[src/rtl/irq_pending_pkg.sv]
// Shared definitions for the interrupt pending block.
//   IRQ_N      : number of request lines (fixed by the 8-to-3 encoder stage)
//   IRQ_IDX_W  : width of an acknowledge index
//   irq_state_e: request FSM states
package irq_pending_pkg;
  localparam int IRQ_N     = 8;
  localparam int IRQ_IDX_W = 3;

  typedef enum logic [1:0] {
    IDLE    = 2'd0,
    ASSERT  = 2'd1,
    HOLDOFF = 2'd2
  } irq_state_e;
endpackage

[src/rtl/irq_pending_sync2.sv]
// Two-flop synchronizer for a bundle of independent asynchronous levels.
//   clk   : destination clock
//   rst_n : async active-low reset, clears both stages
//   d     : asynchronous inputs
//   q     : synchronized outputs (two cycles of latency)
module sync2 #(
  parameter int W = 8
) (
  input  logic         clk,
  input  logic         rst_n,
  input  logic [W-1:0] d,
  output logic [W-1:0] q
);
  logic [W-1:0] meta;

  always_ff @(posedge clk or negedge rst_n) begin
    if (!rst_n) begin
      meta <= '0;
      q    <= '0;
    end else begin
      meta <= d;
      q    <= meta;
    end
  end
endmodule

[src/rtl/irq_pending.sv]
// Edge-detecting interrupt pending register with a single request line to
// the consumer.
//   clk       : clock
//   rst_n     : async active-low reset
//   req       : asynchronous level request lines (rising edge = event)
//   mask      : per-line enable, 1 = enabled
//   ack_valid : one-cycle acknowledge strobe
//   ack_idx   : line to clear, sampled with ack_valid
//   pend      : raw pending bits AND mask
//   irq       : registered request, high only in ASSERT
//   ack_err   : one-cycle pulse after an acknowledge that cleared nothing
module irq_pending
  import irq_pending_pkg::*;
#(
  parameter int N = IRQ_N  // only 8 is supported
) (
  input  logic                 clk,
  input  logic                 rst_n,
  input  logic [N-1:0]         req,
  input  logic [N-1:0]         mask,
  input  logic                 ack_valid,
  input  logic [IRQ_IDX_W-1:0] ack_idx,
  output logic [N-1:0]         pend,
  output logic                 irq,
  output logic                 ack_err
);
  logic [N-1:0] sync_q, delay_q, rise, raw_q, clr;
  logic [2:0]   vld_pipe;
  logic         ack_ok;
  irq_state_e   state_q, state_d;

  sync2 #(.W(N)) u_sync (
    .clk  (clk),
    .rst_n(rst_n),
    .d    (req),
    .q    (sync_q)
  );

  // The synchronizer and delay flops come out of reset low, so a line that
  // is already high at release would look like a rise. vld_pipe counts the
  // first three edges after release; by then delay_q has caught up with
  // sync_q, and edge detection is enabled.
  always_ff @(posedge clk or negedge rst_n) begin
    if (!rst_n) begin
      delay_q  <= '0;
      vld_pipe <= '0;
    end else begin
      delay_q  <= sync_q;
      vld_pipe <= {vld_pipe[1:0], 1'b1};
    end
  end

  assign rise = sync_q & ~delay_q & {N{vld_pipe[2]}};
  assign pend = raw_q & mask;

  // An acknowledge only counts in ASSERT and for a line that is visible.
  assign ack_ok = ack_valid && (state_q == ASSERT) && pend[ack_idx];

  always_comb begin
    clr = '0;
    if (ack_ok) clr[ack_idx] = 1'b1;
  end

  // Set after clear: a coincident rise on the acknowledged line wins.
  always_ff @(posedge clk or negedge rst_n) begin
    if (!rst_n) raw_q <= '0;
    else        raw_q <= (raw_q & ~clr) | rise;
  end

  always_comb begin
    state_d = state_q;
    case (state_q)
      IDLE:    if (pend != '0) state_d = ASSERT;
      ASSERT:  if (ack_valid)       state_d = HOLDOFF;
               else if (pend == '0) state_d = IDLE;
      HOLDOFF: state_d = IDLE;  // forces a low gap on irq
      default: state_d = IDLE;
    endcase
  end

  always_ff @(posedge clk or negedge rst_n) begin
    if (!rst_n) begin
      state_q <= IDLE;
      irq     <= 1'b0;
      ack_err <= 1'b0;
    end else begin
      state_q <= state_d;
      irq     <= (state_d == ASSERT);
      ack_err <= ack_valid && !ack_ok;
    end
  end
endmodule

[config.mk]
export PLATFORM = sky130hd
export DESIGN_NAME = irq_pending
export DESIGN_NICKNAME = d
export VERILOG_FILES = /design/src/rtl/irq_pending_pkg.sv /design/src/rtl/irq_pending_sync2.sv /design/src/rtl/irq_pending.sv
export SDC_FILE = /design/constraint.sdc
export NUM_CORES = 1
export LEC_CHECK = 0
export BUFFER_PORTS_ARGS = -buffer_cell sky130_fd_sc_hd__buf_2
export CAP_MARGIN = 20
export CORE_ASPECT_RATIO = 1.75
export CORE_MARGIN = 5
export CORE_UTILIZATION = 51
export DETAILED_ROUTE_END_ITERATION = 16
export PLACE_DENSITY_LB_ADDON = 0.3
export SETUP_SLACK_MARGIN = 0.05
export SLEW_MARGIN = 30
export SYNTH_ARGS = -nofsm -noshare
export SYNTH_HDL_FRONTEND = slang
export SYNTH_SLANG_ARGS = --single-unit
[constraint.sdc]
create_clock -name clk -period 1.6 [get_ports clk]
set_clock_uncertainty 0.15 [all_clocks]
set_input_delay 0.32 -clock clk [delete_from_list [all_inputs] [get_ports clk]]
set_output_delay 0.32 -clock clk [all_outputs]
set_load 0.02 [all_outputs]
# Word-level counts from Yosys, hierarchy flattened
# Index checks and enable logic that the tools add are counted.
[classes] order_cmp=2 n_eq_ne=2 mux=9 bitwise=7 reduce_logical=8
[op_table] operator="$and A8 B8 Y8" count=4
[op_table] operator="$not A8 Y8" count=2
[op_table] operator="$logic_not A8 Y1" count=1
[op_table] operator="$mux W8" count=1
[op_table] operator="$or A8 B8 Y8" count=1
[op_table] operator="$reduce_bool A8 Y1" count=1
[op_table] operator="$mux W2" count=3
[op_table] operator="$eq A2 B1 Y1 const B" count=2
[op_table] operator="$logic_and A1 B1 Y1" count=4
[op_table] operator="$lt A3 B4 Y1 const B" count=1
[op_table] operator="$pmux W2 S2" count=1
[op_table] operator="$bmux W1 S3" count=1
[op_table] operator="$demux W1 S3" count=1
[op_table] operator="$ge A3 B1 Y1 const B" count=1
[op_table] operator="$logic_not A2 Y1" count=1
[op_table] operator="$mux W1" count=2
[op_table] operator="$logic_not A1 Y1" count=1
[word_totals] ff_bits=39 in_bits=22 out_inout_bits=10 word_cells=36

# Logic depth before layout (Yosys ltp)
# Gate-level depths: netlist of run 1.
[depth] ltp_word=8 ltp_mapped=5 mapped_depth_nobuf=4

# Cells and area by module
# A second synthesis of run 1 with hierarchy kept.
[unflattened] cells_unflattened=103 area_unflattened_um2=1333.8
[modules_own_cells] mod="irq_pending" n_inst=1 cells_each=87 area_per_inst_um2=933.4 seq_area_each_um2=575.6
[modules_own_cells] mod="sync2" n_inst=1 cells_each=16 area_per_inst_um2=400.4 seq_area_each_um2=400.4

# Worst setup path before layout of run 1
# OpenSTA, ideal clock, no wires.
[synth_path] kind="register to register" from="reg raw_q[6]" to="reg irq" setup_ns=0.129 arrival_ns=1.023 required_ns=1.321 path_slack_ns=0.298 path_stages_with_launch=3 synth_period_minus_slack_ns=1.302 cell_sequence="dfrtp_1 and2_1 o41a_1"
[synth_via] elab_chain_len=6 elab_cells_between_ends=8 cone_classes="eq/ne (1); mux (4); bitwise (1); reduce/logical (2)"
[synth_rtl] item="start: declaration" line_no="irq_pending.sv:27" source="logic [N-1:0] sync_q, delay_q, rise, raw_q, clr;"
[synth_rtl] item="start signal: assignment" line_no="irq_pending.sv:67" source="else raw_q <= (raw_q & ~clr) | rise;"
[synth_rtl] item="$and A8 B8 Y8 (*)" line_no="irq_pending.sv:54" source="assign pend = raw_q & mask;"
[synth_rtl] item="net pend[6]" line_no="irq_pending.sv:23" source="output logic [N-1:0] pend,"
[synth_rtl] item="$logic_not A8 Y1" line_no="irq_pending.sv:75" source="else if (pend == '0) state_d = IDLE;"
[synth_rtl] item="$mux W2" line_no="irq_pending.sv:75"
[synth_rtl] item="$mux W2" line_no="irq_pending.sv:74" source="ASSERT: if (ack_valid) state_d = HOLDOFF;"
[synth_rtl] item="$pmux W2 S2 (*)" line_no="irq_pending.sv:72" source="case (state_q)"
[synth_rtl] item="$eq A2 B1 Y1 (*)" line_no="irq_pending.sv:88" source="irq <= (state_d == ASSERT);"
[synth_rtl] item="end signal: assignment" line_no="irq_pending.sv:88"
[synth_rtl] item="end: declaration" line_no="irq_pending.sv:24" source="output logic irq,"
# Mark *: on every way through the listed nets, which the timed path passes. The rest lies on a longest branch.

# Worst setup path in the final report of run 1
[layout_path] from="reg raw_q[6]" to="out pend[6]"
[layout_via] elab_chain_len=1
[layout_rtl] item="$and A8 B8 Y8" line_no="irq_pending.sv:54"
[layout_rtl] item="end: declaration" line_no="irq_pending.sv:23"
# Every way passes these cells.

==> impl_metrics.py, run 1 <==
metrics = {
    "synthesis": {
        "synth_area_per_cell_um2": 12.9,
        "ys_warn_count": 0,
        "synth_top_area_share_pct": 70.2,
        "yosysTopAreaCell": "dfrtp_1",
        "ys_seq_area_share_pct": 70.2,
        "synth_cells": 108,
        "ys_seq_elements": 39,
        "synthDistinctLibCells": 27,
        "synth_area_leaders": "dfrtp_1 70%, nand2_1 4.3%, inv_1 3.0%",
        "syn_area_um2": 1390,
        "syn-num-nets": 130,
    },
    "worst_setup_path": {
        "rrSetupSlack_ns": 0.29,
        "crit_family": "flip-flops",
        "startpoint_type": "flop",
        "required_ns": 1.13,
        "r2r_end": "irq$_DFF_PN0_",
        "arrival_ns": 1.03,
        "critPathMaxStageDelay_ns": 0.40,
        "path_cells": "and2_1 -> buf_2",
        "path_max_fanout": 3,
        "r2r_cells": 3,
        "crit_slowest_cell": "dfrtp_1",
        "rr_startpoint": "raw_q[5]$_DFF_PN0_",
        "worst-path-buf-inv": 1,
        "path_class": "reg2out",
        "endpoint_kind": "output port",
    },
    "detailed_routing": {
        "drtIter0Drc": 14,
        "viasPerCell": 5.36,
        "totalWireLength_um": 2610,
        "final_antenna_net_count": 0,
        "drc": 0,
        "post_drt_wl_per_cell_um": 14.2,
        "first_pass_iters": 3,
        "vias": 981,
    },
    "status": {
        "outcome": "finished clean",
    },
    "pwr": {
        "switchingPower_uw": 499,
        "seq_power_share_pct": 50.3,
        "vdd_drop_max_mv": 0.739,
        "powerDensity_nw_per_um2": 1220,
        "pwr-share-comb_pct": 12.3,
        "p_clk_share_pct": 37.3,
        "netSwitchingFraction_pct": 22.9,
        "p_int_uw": 1680,
        "p_leak_uw": 0.000855,
    },
    "placed_design": {
        "hpwl_um": 2000,
        "gp_congestion": 0.866,
        "io_buffers": 31,
    },
    "finish": {
        "syn_to_final_growth_pct": 28.7,
        "nets": 177,
        "multi_input_area_um2": 360,
        "finish.utilization_pct": 67.3,
        "n_fill_cell": 200,
        "ff_latch_area_um2": 976,
        "drive_gt1_share_pct": 31.4,
        "antenna_cells": 0,
    },
    "hold_path": {
        "min_to": "ack_err$_DFF_PN0_",
        "hp-class": "in2reg",
        "min_from": "ack_valid",
        "min_path_cells": 2,
    },
    "global_routing": {
        "grt_pass1_vias": 1040,
        "overflow": 0,
        "grt_max_degree": 20,
        "grt_antenna_before_repair": 0,
        "grt_pass1_wl_um": 4430,
        "grt_use_total_pct": 15.0,
    },
    "die": {
        "die_w_um": 49.5,
        "core_um2": 2660,
        "initial_core_util_pct": 52.3,
        "die_area_um2": 3910,
        "io_pins": 32,
        "rows": 25,
        "die_y_um": 79.1,
    },
    "sta": {
        "setup_viol": 0,
        "max_freq_mhz": 668,
        "rsz0062_at_grt": "false",
        "finalSetupTns_ns": 0,
        "final_max_slew_viol_count": 0,
        "fin_crit_sh_pct": 93.6,
        "finalHoldViolCount": 0,
        "period_needed_ns": 1.50,
    },
    "run": {
        "cap_viol_max_count": 0,
    },
    "clock_tree": {
        "clk_latency_ns": 0.28,
        "cts_setup_buffers": 0,
        "clock-sinks": 39,
        "cts_buffers": 5,
        "cts-htree-levels": 2,
        "path_clk_slew_ns": 0.07,
        "cts_tree": "done",
        "clockRootBuffer": "clkbuf_8",
        "clockBufferDepth": 2,
    },
}
==> through the flow <==
step | instance area (um^2) | hold slack (ns) | setup slack, ns | power (uW) | instances
finish | 1790 | 0.138 | 0.102 | 2180 | 183
global placement | 1580 | 0.108 | 0.247 | 1350 | 166
global route | 1790 | 0.140 | 0.0613 | 2280 | 183
floorplan | 1390 | -0.126 | 0.298 | 1250 | 108
CTS | 1790 | 0.128 | 0.0687 | 2200 | 183
detailed placement | 1580 | 0.117 | 0.222 | 1370 | 166
==> worst max path at each step <==
stage | to | cells past startpoint | from
after CTS | pend[0] | 3 | raw_q[0]$_DFF_PN0_
final | pend[6] | 2 | raw_q[6]$_DFF_PN0_
after detailed placement | raw_q[2]$_DFF_PN0_ | 4 | ack_idx[0]
after global routing | pend[6] | 2 | raw_q[6]$_DFF_PN0_
after floorplan | irq$_DFF_PN0_ | 2 | raw_q[6]$_DFF_PN0_
after global placement | ack_err$_DFF_PN0_ | 5 | ack_idx[2]
==> power by group through the flow <==
| stage | Sequential, uW | Combinational [uW] | Clock, uW |
|---|---|---|---|
| floorplan | 1110 | 142 | 0 |
| global placement | 1110 | 245 | 0 |
| detailed placement | 1120 | 253 | 0 |
| CTS | 1100 | 270 | 839 |
| global route | 1100 | 296 | 881 |
| finish | 1100 | 268 | 814 |
==> repair_timing <==
item	CTS	global route
endpoints found under the setup margin	0	1
hold buffers	9	0
hold endpoints to repair	25	0
gates resized for setup	0	1
==> area by class of cell <==
type                       count  share of cell area (%)
clock buffer                   6                    4.62
clock inverter                 2                    1.96
inverter                      11                    2.31
multi-input combinational     56                    20.1
sequential                    39                    54.5
tap                           27                    1.89
timing repair buffer          42                    14.5
==> cells by family (layout without fill, tap and decap cells) <==
| logic type | Yosys count | count (layout) | share of synthesized area [%] |
|---|---|---|---|
| AOI/OAI and AO/OA | 18 | 18 | 9.90 |
| buffers and inverters | 13 | 61 | 4.05 |
| DFF | 39 | 39 | 70.2 |
| other | 1 | 1 | 0.270 |
| and+or+nand+nor | 37 | 37 | 15.6 |
==> per-layer routing <==
metal / part of all wire (%) / wire length, um / global-route usage [%]
met3: 5.7 / 148 / 3.75
met1: 35 / 922 / 14.1
met5: 0 / 0 / 0
met4: 3.5 / 91 / 10.8
met2: 55 / 1440 / 27.0
==> registers in the layout, indices dropped and copies added (netlist names) <==
signal	count
state_q	2
vld_pipe	3
u_sync.meta	8
delay_q	8
raw_q	8
u_sync.q	8
irq	1
ack_err	1
==> placed cells by master (no fill, tap or decap), drive strengths merged, types with 2 or more instances in the layout <==
cell / n
a32o: 3
inv: 11
o41a: 2
and2: 2
dlygate4sd3: 9
o211ai: 2
dfrtp: 39
nand4: 2
nand2: 16
nand3: 7
buf: 33
o21ai: 6
nand3b: 4
clkbuf: 6
==> synthesized netlist by cell type (all sizes together) <==
library cell,count
o21a,1
nand3b,4
nand4,2
conb,1
nor2,1
o41a,2
and2,2
nand2,16
a31oi,1
and4bb,1
nor2b,1
and3b,1
a32oi,1
a21oi,1
o211ai,2
o21ai,6
buf,2
nand2b,1
inv,11
a22oi,1
and2b,1
a32o,3
dfrtp,39
nand3,7
Note: power is estimated with default switching activity, not from simulation.
==> inputs of run 2 (changes only) <==
Settings changed: RECOVER_POWER from default to 100.
==> run 2 against run 1 <==
Net effect:
- total power is 0.56% lower
- register-to-register slack worse by 0.06 ns
- largest cell class unchanged
- largest power group unchanged
- count of clock-buffer cells in the layout stayed put
==> impl_metrics.py, run 2 (synthesized netlist as in run 1, its figures left out) <==
metrics = {
    "placed_design": {
        "gp_congestion": 0.866,
        "hpwl_um": 2000,
        "io_buffers": 31,
        "pre_cts_ws_ns": 0.222,
    },
    "pwr": {
        "powerDensity_nw_per_um2": 1230,
        "p_total_uw": 2170,
        "vdd_drop_max_mv": 0.737,
        "p_leak_uw": 0.000844,
    },
    "sta": {
        "rsz0062_at_grt": "false",
        "finalSetupTns_ns": 0,
        "max_freq_mhz": 668,
        "fin_crit_sh_pct": 93.6,
        "timing.hold.ws_ns": 0.138,
        "setup_viol": 0,
        "finalHoldViolCount": 0,
        "period_needed_ns": 1.50,
        "final_max_slew_viol_count": 0,
        "setup_ws_ns": 0.103,
    },
    "global_routing": {
        "grt_use_total_pct": 15.0,
        "grt_pass1_vias": 1040,
        "overflow": 0,
        "grt_antenna_before_repair": 0,
        "grt_max_degree": 20,
        "grt_pass1_wl_um": 4430,
    },
    "clock_tree": {
        "cts_tree": "done",
        "cts_setup_buffers": 0,
        "path_clk_slew_ns": 0.07,
        "clk_latency_ns": 0.28,
        "cts_buffers": 5,
        "clock-sinks": 39,
        "clockBufferDepth": 2,
        "clockRootBuffer": "clkbuf_8",
        "cts-htree-levels": 2,
    },
    "worst_setup_path": {
        "r2r_cells": 3,
        "endpoint_kind": "output port",
        "crit_start": "raw_q[6]$_DFF_PN0_",
        "startpoint_type": "flop",
        "required_ns": 1.13,
        "arrival_ns": 1.03,
        "path_class": "reg2out",
        "path_max_fanout": 3,
        "rr_startpoint": "raw_q[1]$_DFF_PN0_",
    },
    "hold_path": {
        "min_from": "ack_valid",
        "min_path_cells": 2,
        "hp-class": "in2reg",
    },
    "finish": {
        "drive_gt1_share_pct": 26.9,
        "final_cell_mix": "39 x dfrtp_1, 21 x buf_2, 16 x nand2_1",
        "multi_input_area_um2": 347,
        "syn_to_final_growth_pct": 27.2,
        "n_fill_cell": 208,
        "nets": 177,
        "finish.utilization_pct": 66.5,
        "antenna_cells": 0,
        "final_common_cell": "dfrtp_1",
        "ff_latch_area_um2": 976,
    },
    "die": {
        "die_w_um": 49.5,
        "die_area_um2": 3910,
        "initial_core_util_pct": 52.3,
        "die_y_um": 79.1,
        "io_pins": 32,
        "rows": 25,
        "core_um2": 2660,
    },
    "detailed_routing": {
        "vias": 999,
        "drtIter0Drc": 12,
        "totalWireLength_um": 2630,
        "drc": 0,
        "post_drt_wl_per_cell_um": 14.4,
        "final_antenna_net_count": 0,
        "viasPerCell": 5.46,
        "first_pass_iters": 4,
    },
    "run": {
        "cap_viol_max_count": 0,
    },
    "status": {
        "outcome": "finished clean",
    },
}
## run 2: path summary, 6_finish.rpt
kind                                       endpoint  slack (ns)
min in group asynchronous        raw_q[1]$_DFF_PN0_        0.36
min reg2reg                   u_sync.q[6]$_DFF_PN0_        0.19
min                               ack_err$_DFF_PN0_        0.14
max reg2reg                           irq$_DFF_PN0_        0.23
max in group asynchronous  u_sync.meta[2]$_DFF_PN0_        0.29
max                                         pend[6]        0.10
## run 2: power breakdown
| part | leakage [uW] | internal (uW) | switching, uW |
|---|---|---|---|
| clock | 0.0000612 | 504 | 310 |
| combinational | 0.000346 | 105 | 151 |
| sequential | 0.000437 | 1060 | 36.6 |
## run 2: what timing repair did
action / in CTS / in global routing
endpoints found under the setup margin: 0 / 1
endpoints found under the hold margin: 25 / 0
hold buffers: 9 / 0
resized for setup: 0 / 1
## run 2: layout make-up
cell class | count | area share, %
well taps | 27 | 1.91
flip-flops and latches | 39 | 55.2
multi-input cells | 56 | 19.6
clock inverters | 2 | 1.98
inverters | 11 | 2.34
repair buffers | 42 | 14.3
clock buffers | 6 | 4.67
## run 2: stage by stage
| step | instances | cell area (um^2) |
|---|---|---|
| 2_1_floorplan | 108 | 1390 |
| 3_3_place_gp | 166 | 1580 |
| 3_5_place_dp | 166 | 1580 |
| 4_1_cts | 183 | 1790 |
| 5_1_grt | 183 | 1770 |
| 6_report | 183 | 1770 |
## run 2: layer usage
metal / track usage, % / vias to the layer above / wire length, um / share of wire (%)
met3: 3.75 / 11 / 157 / 6.0
met5: 0 / - / 0 / 0
met1: 14.1 / 489 / 948 / 36
met4: 10.8 / 0 / 95 / 3.6
li1: - / 457 / - / -
met2: 27.0 / 42 / 1430 / 54
## run 2: worst max-delay path: stages (launching register included)
cell,delay [ns]
dfrtp_1,0.40
and2_1,0.19
clkbuf_2,0.16
==> inputs of run 3 (changes only) <==
Settings changed: ABC_AREA from default to 1, CORE_UTILIZATION 51 to 52.
==> run 3 against run 2 <==
Net effect:
- global-route usage fell by 0.52 points
- sequential power barely moved
- synthesized cell count rose by 21%
- count of clock-buffer cells in the layout rose by 2
- largest cell class unchanged
- worst hold slack got worse by 0.048 ns
- via count rose by 4.1%
- sequential share of layout area fell by 0.77 points
- cell area rose by 1.4%
- critical path type unchanged
- wire length fell by 6.5%
- area after synthesis rose by 3.0%
==> impl_metrics.py, run 3 <==
metrics = {
    "finish": {
        "final_common_cell": "dfrtp_1",
        "finalInstanceArea_um2": 1790,
        "drive_gt1_share_pct": 21.3,
        "syn_to_final_growth_pct": 25.3,
        "ff_latch_area_um2": 976,
        "n_fill_cell": 218,
        "final_cell_mix": "39 x dfrtp_1, 32 x nand2_1, 20 x buf_2",
        "multi_input_area_um2": 384,
        "nets": 199,
        "antenna_cells": 0,
    },
    "synthesis": {
        "ys_async_sr_fraction_pct": 100,
        "synthDistinctLibCells": 16,
        "synth-edff-count": 0,
        "synth_area_leaders": "dfrtp_1 68%, nand2_1 8.4%, nand4_1 4.8%",
        "synth_area_per_cell_um2": 10.9,
        "yosysMostFrequentCell": "dfrtp_1",
        "ys_seq_area_share_pct": 68.2,
        "syn_area_um2": 1430,
        "yosysTopAreaCell": "dfrtp_1",
        "syn-num-nets": 153,
        "synth_top_area_share_pct": 68.2,
        "ys_warn_count": 0,
        "synth_commonest_cells": "39 x dfrtp_1, 32 x nand2_1, 13 x inv_1",
        "synth_cells": 131,
        "ys_dominant_reg_cell": "dfrtp_1",
        "ys_seq_elements": 39,
    },
    "status": {
        "outcome": "finished clean",
    },
    "die": {
        "core_um2": 2690,
        "die_y_um": 79.4,
        "die_area_um2": 3940,
        "die_w_um": 49.7,
        "rows": 25,
        "initial_core_util_pct": 53.2,
        "io_pins": 32,
    },
    "global_routing": {
        "grt_pass1_wl_um": 4440,
        "grt_max_degree": 22,
        "grt_use_total_pct": 14.5,
        "grt_pass1_vias": 1060,
        "overflow": 0,
        "grt_antenna_before_repair": 0,
    },
    "clock_tree": {
        "clk_latency_ns": 0.28,
        "path_clk_slew_ns": 0.07,
        "clockBufferDepth": 2,
        "cts_buffers": 5,
        "cts_tree": "done",
        "cts_setup_buffers": 0,
        "cts-htree-levels": 2,
        "clockRootBuffer": "clkbuf_8",
        "clock-sinks": 39,
    },
    "detailed_routing": {
        "post_drt_wl_per_cell_um": 12.0,
        "viasPerCell": 5.07,
        "final_antenna_net_count": 0,
        "drtIter0Drc": 15,
        "totalWireLength_um": 2460,
        "first_pass_iters": 4,
        "vias": 1040,
        "drc": 0,
    },
    "pwr": {
        "seq_power_share_pct": 53.5,
        "switchingPower_uw": 497,
        "vdd_drop_max_mv": 1.01,
        "powerDensity_nw_per_um2": 1140,
        "p_int_uw": 1550,
        "netSwitchingFraction_pct": 24.3,
        "pwr-share-comb_pct": 13.0,
        "p_leak_uw": 0.000904,
        "p_clk_share_pct": 33.5,
        "p_total_uw": 2050,
    },
    "worst_setup_path": {
        "required_ns": 1.13,
        "endpoint_kind": "output port",
        "arrival_ns": 1.01,
        "path_max_fanout": 2,
        "startpoint_type": "flop",
        "path_class": "reg2out",
    },
    "sta": {
        "setup_viol": 0,
        "fin_crit_sh_pct": 92.6,
        "period_needed_ns": 1.48,
        "rsz0062_at_grt": "false",
        "final_max_slew_viol_count": 0,
        "timing.hold.ws_ns": 0.0895,
        "finalHoldViolCount": 0,
        "finalSetupTns_ns": 0,
        "max_freq_mhz": 675,
    },
    "placed_design": {
        "io_buffers": 31,
        "hpwl_um": 1890,
        "place_area_um2": 1630,
        "gp_congestion": 0.855,
    },
    "hold_path": {
        "hp-class": "in2reg",
    },
    "run": {
        "cap_viol_max_count": 0,
    },
}
==> run 3: cell types whose count changed in the layout (fill, tap and decap cells not counted), sizes merged, moves of 3 or more <==
cell	previous run	this run
nand2	16	33
nor2	1	12
nand4	2	11
o21ai	6	0
inv	11	15
nand3b	4	8
a32o	3	0
nor3	0	3
==> run 3: stage by stage <==
stage / utilization [%] / cells / setup slack (ns)
after floorplan: - / 131 / 0.310
after global placement: 60.4 / 188 / 0.145
after detailed placement: 60.4 / 188 / 0.102
after CTS: 67.5 / 205 / 0.132
after global routing: 66.7 / 205 / 0.0340
final: 66.7 / 205 / 0.118
==> run 3: path summary, 6_finish.rpt <==
| kind | start | endpoint | slack, ns | cells after the start |
|---|---|---|---|---|
| min | ack_valid | ack_err$_DFF_PN0_ | 0.09 | 3 |
| max reg2reg | state_q[1]$_DFF_PN0_ | raw_q[7]$_DFF_PN0_ | 0.16 | 6 |
| max in group asynchronous | rst_n | u_sync.meta[6]$_DFF_PN0_ | 0.27 | 3 |
| min in group asynchronous | rst_n | vld_pipe[2]$_DFF_PN0_ | 0.36 | 2 |
| min reg2reg | vld_pipe[1]$_DFF_PN0_ | vld_pipe[2]$_DFF_PN0_ | 0.19 | 0 |
| max | raw_q[0]$_DFF_PN0_ | pend[0] | 0.12 | 3 |
==> run 3: layout make-up <==
type / count / share of cell area, %
multi-input combinational: 75 / 21.4
sequential: 39 / 54.4
timing repair buffer: 41 / 13.5
clock buffer: 8 / 5.58
tap: 27 / 1.88
inverter: 15 / 3.14
==> run 3: worst max-delay path, stage by stage (launching register included) <==
cell,delay (ns)
dfrtp_1,0.35
nand2_1,0.07
inv_1,0.08
clkbuf_1,0.23
==> run 3: kinds of logic after synthesis <==
logic type | Yosys count | synth area share [%]
simple gates | 74 | 26.6
flops | 39 | 68.2
buf+inv | 17 | 4.98
other cells | 1 | 0.262
==> run 3: what timing repair did <==
action	4_1_cts	5_1_grt
resized for setup	0	0
endpoints found under the hold margin	26	0
hold buffers	9	0
==> run 3: power by group through the flow <==
stage / sequential, uW / clock [uW] / combinational [uW]
2_1_floorplan: 1110 / 0 / 151
3_3_place_gp: 1110 / 0 / 253
3_5_place_dp: 1120 / 0 / 265
4_1_cts: 1100 / 722 / 281
5_1_grt: 1100 / 760 / 302
6_report: 1100 / 685 / 266
==> run 3: layer usage <==
layer  up-vias  part of all wire, %  track usage, %
met4         0                  2.8            9.71
met5         -                    0               0
li1        512                    -               -
met2        35                   55            23.1
met1       488                   36            16.6
met3         5                  6.8            3.93
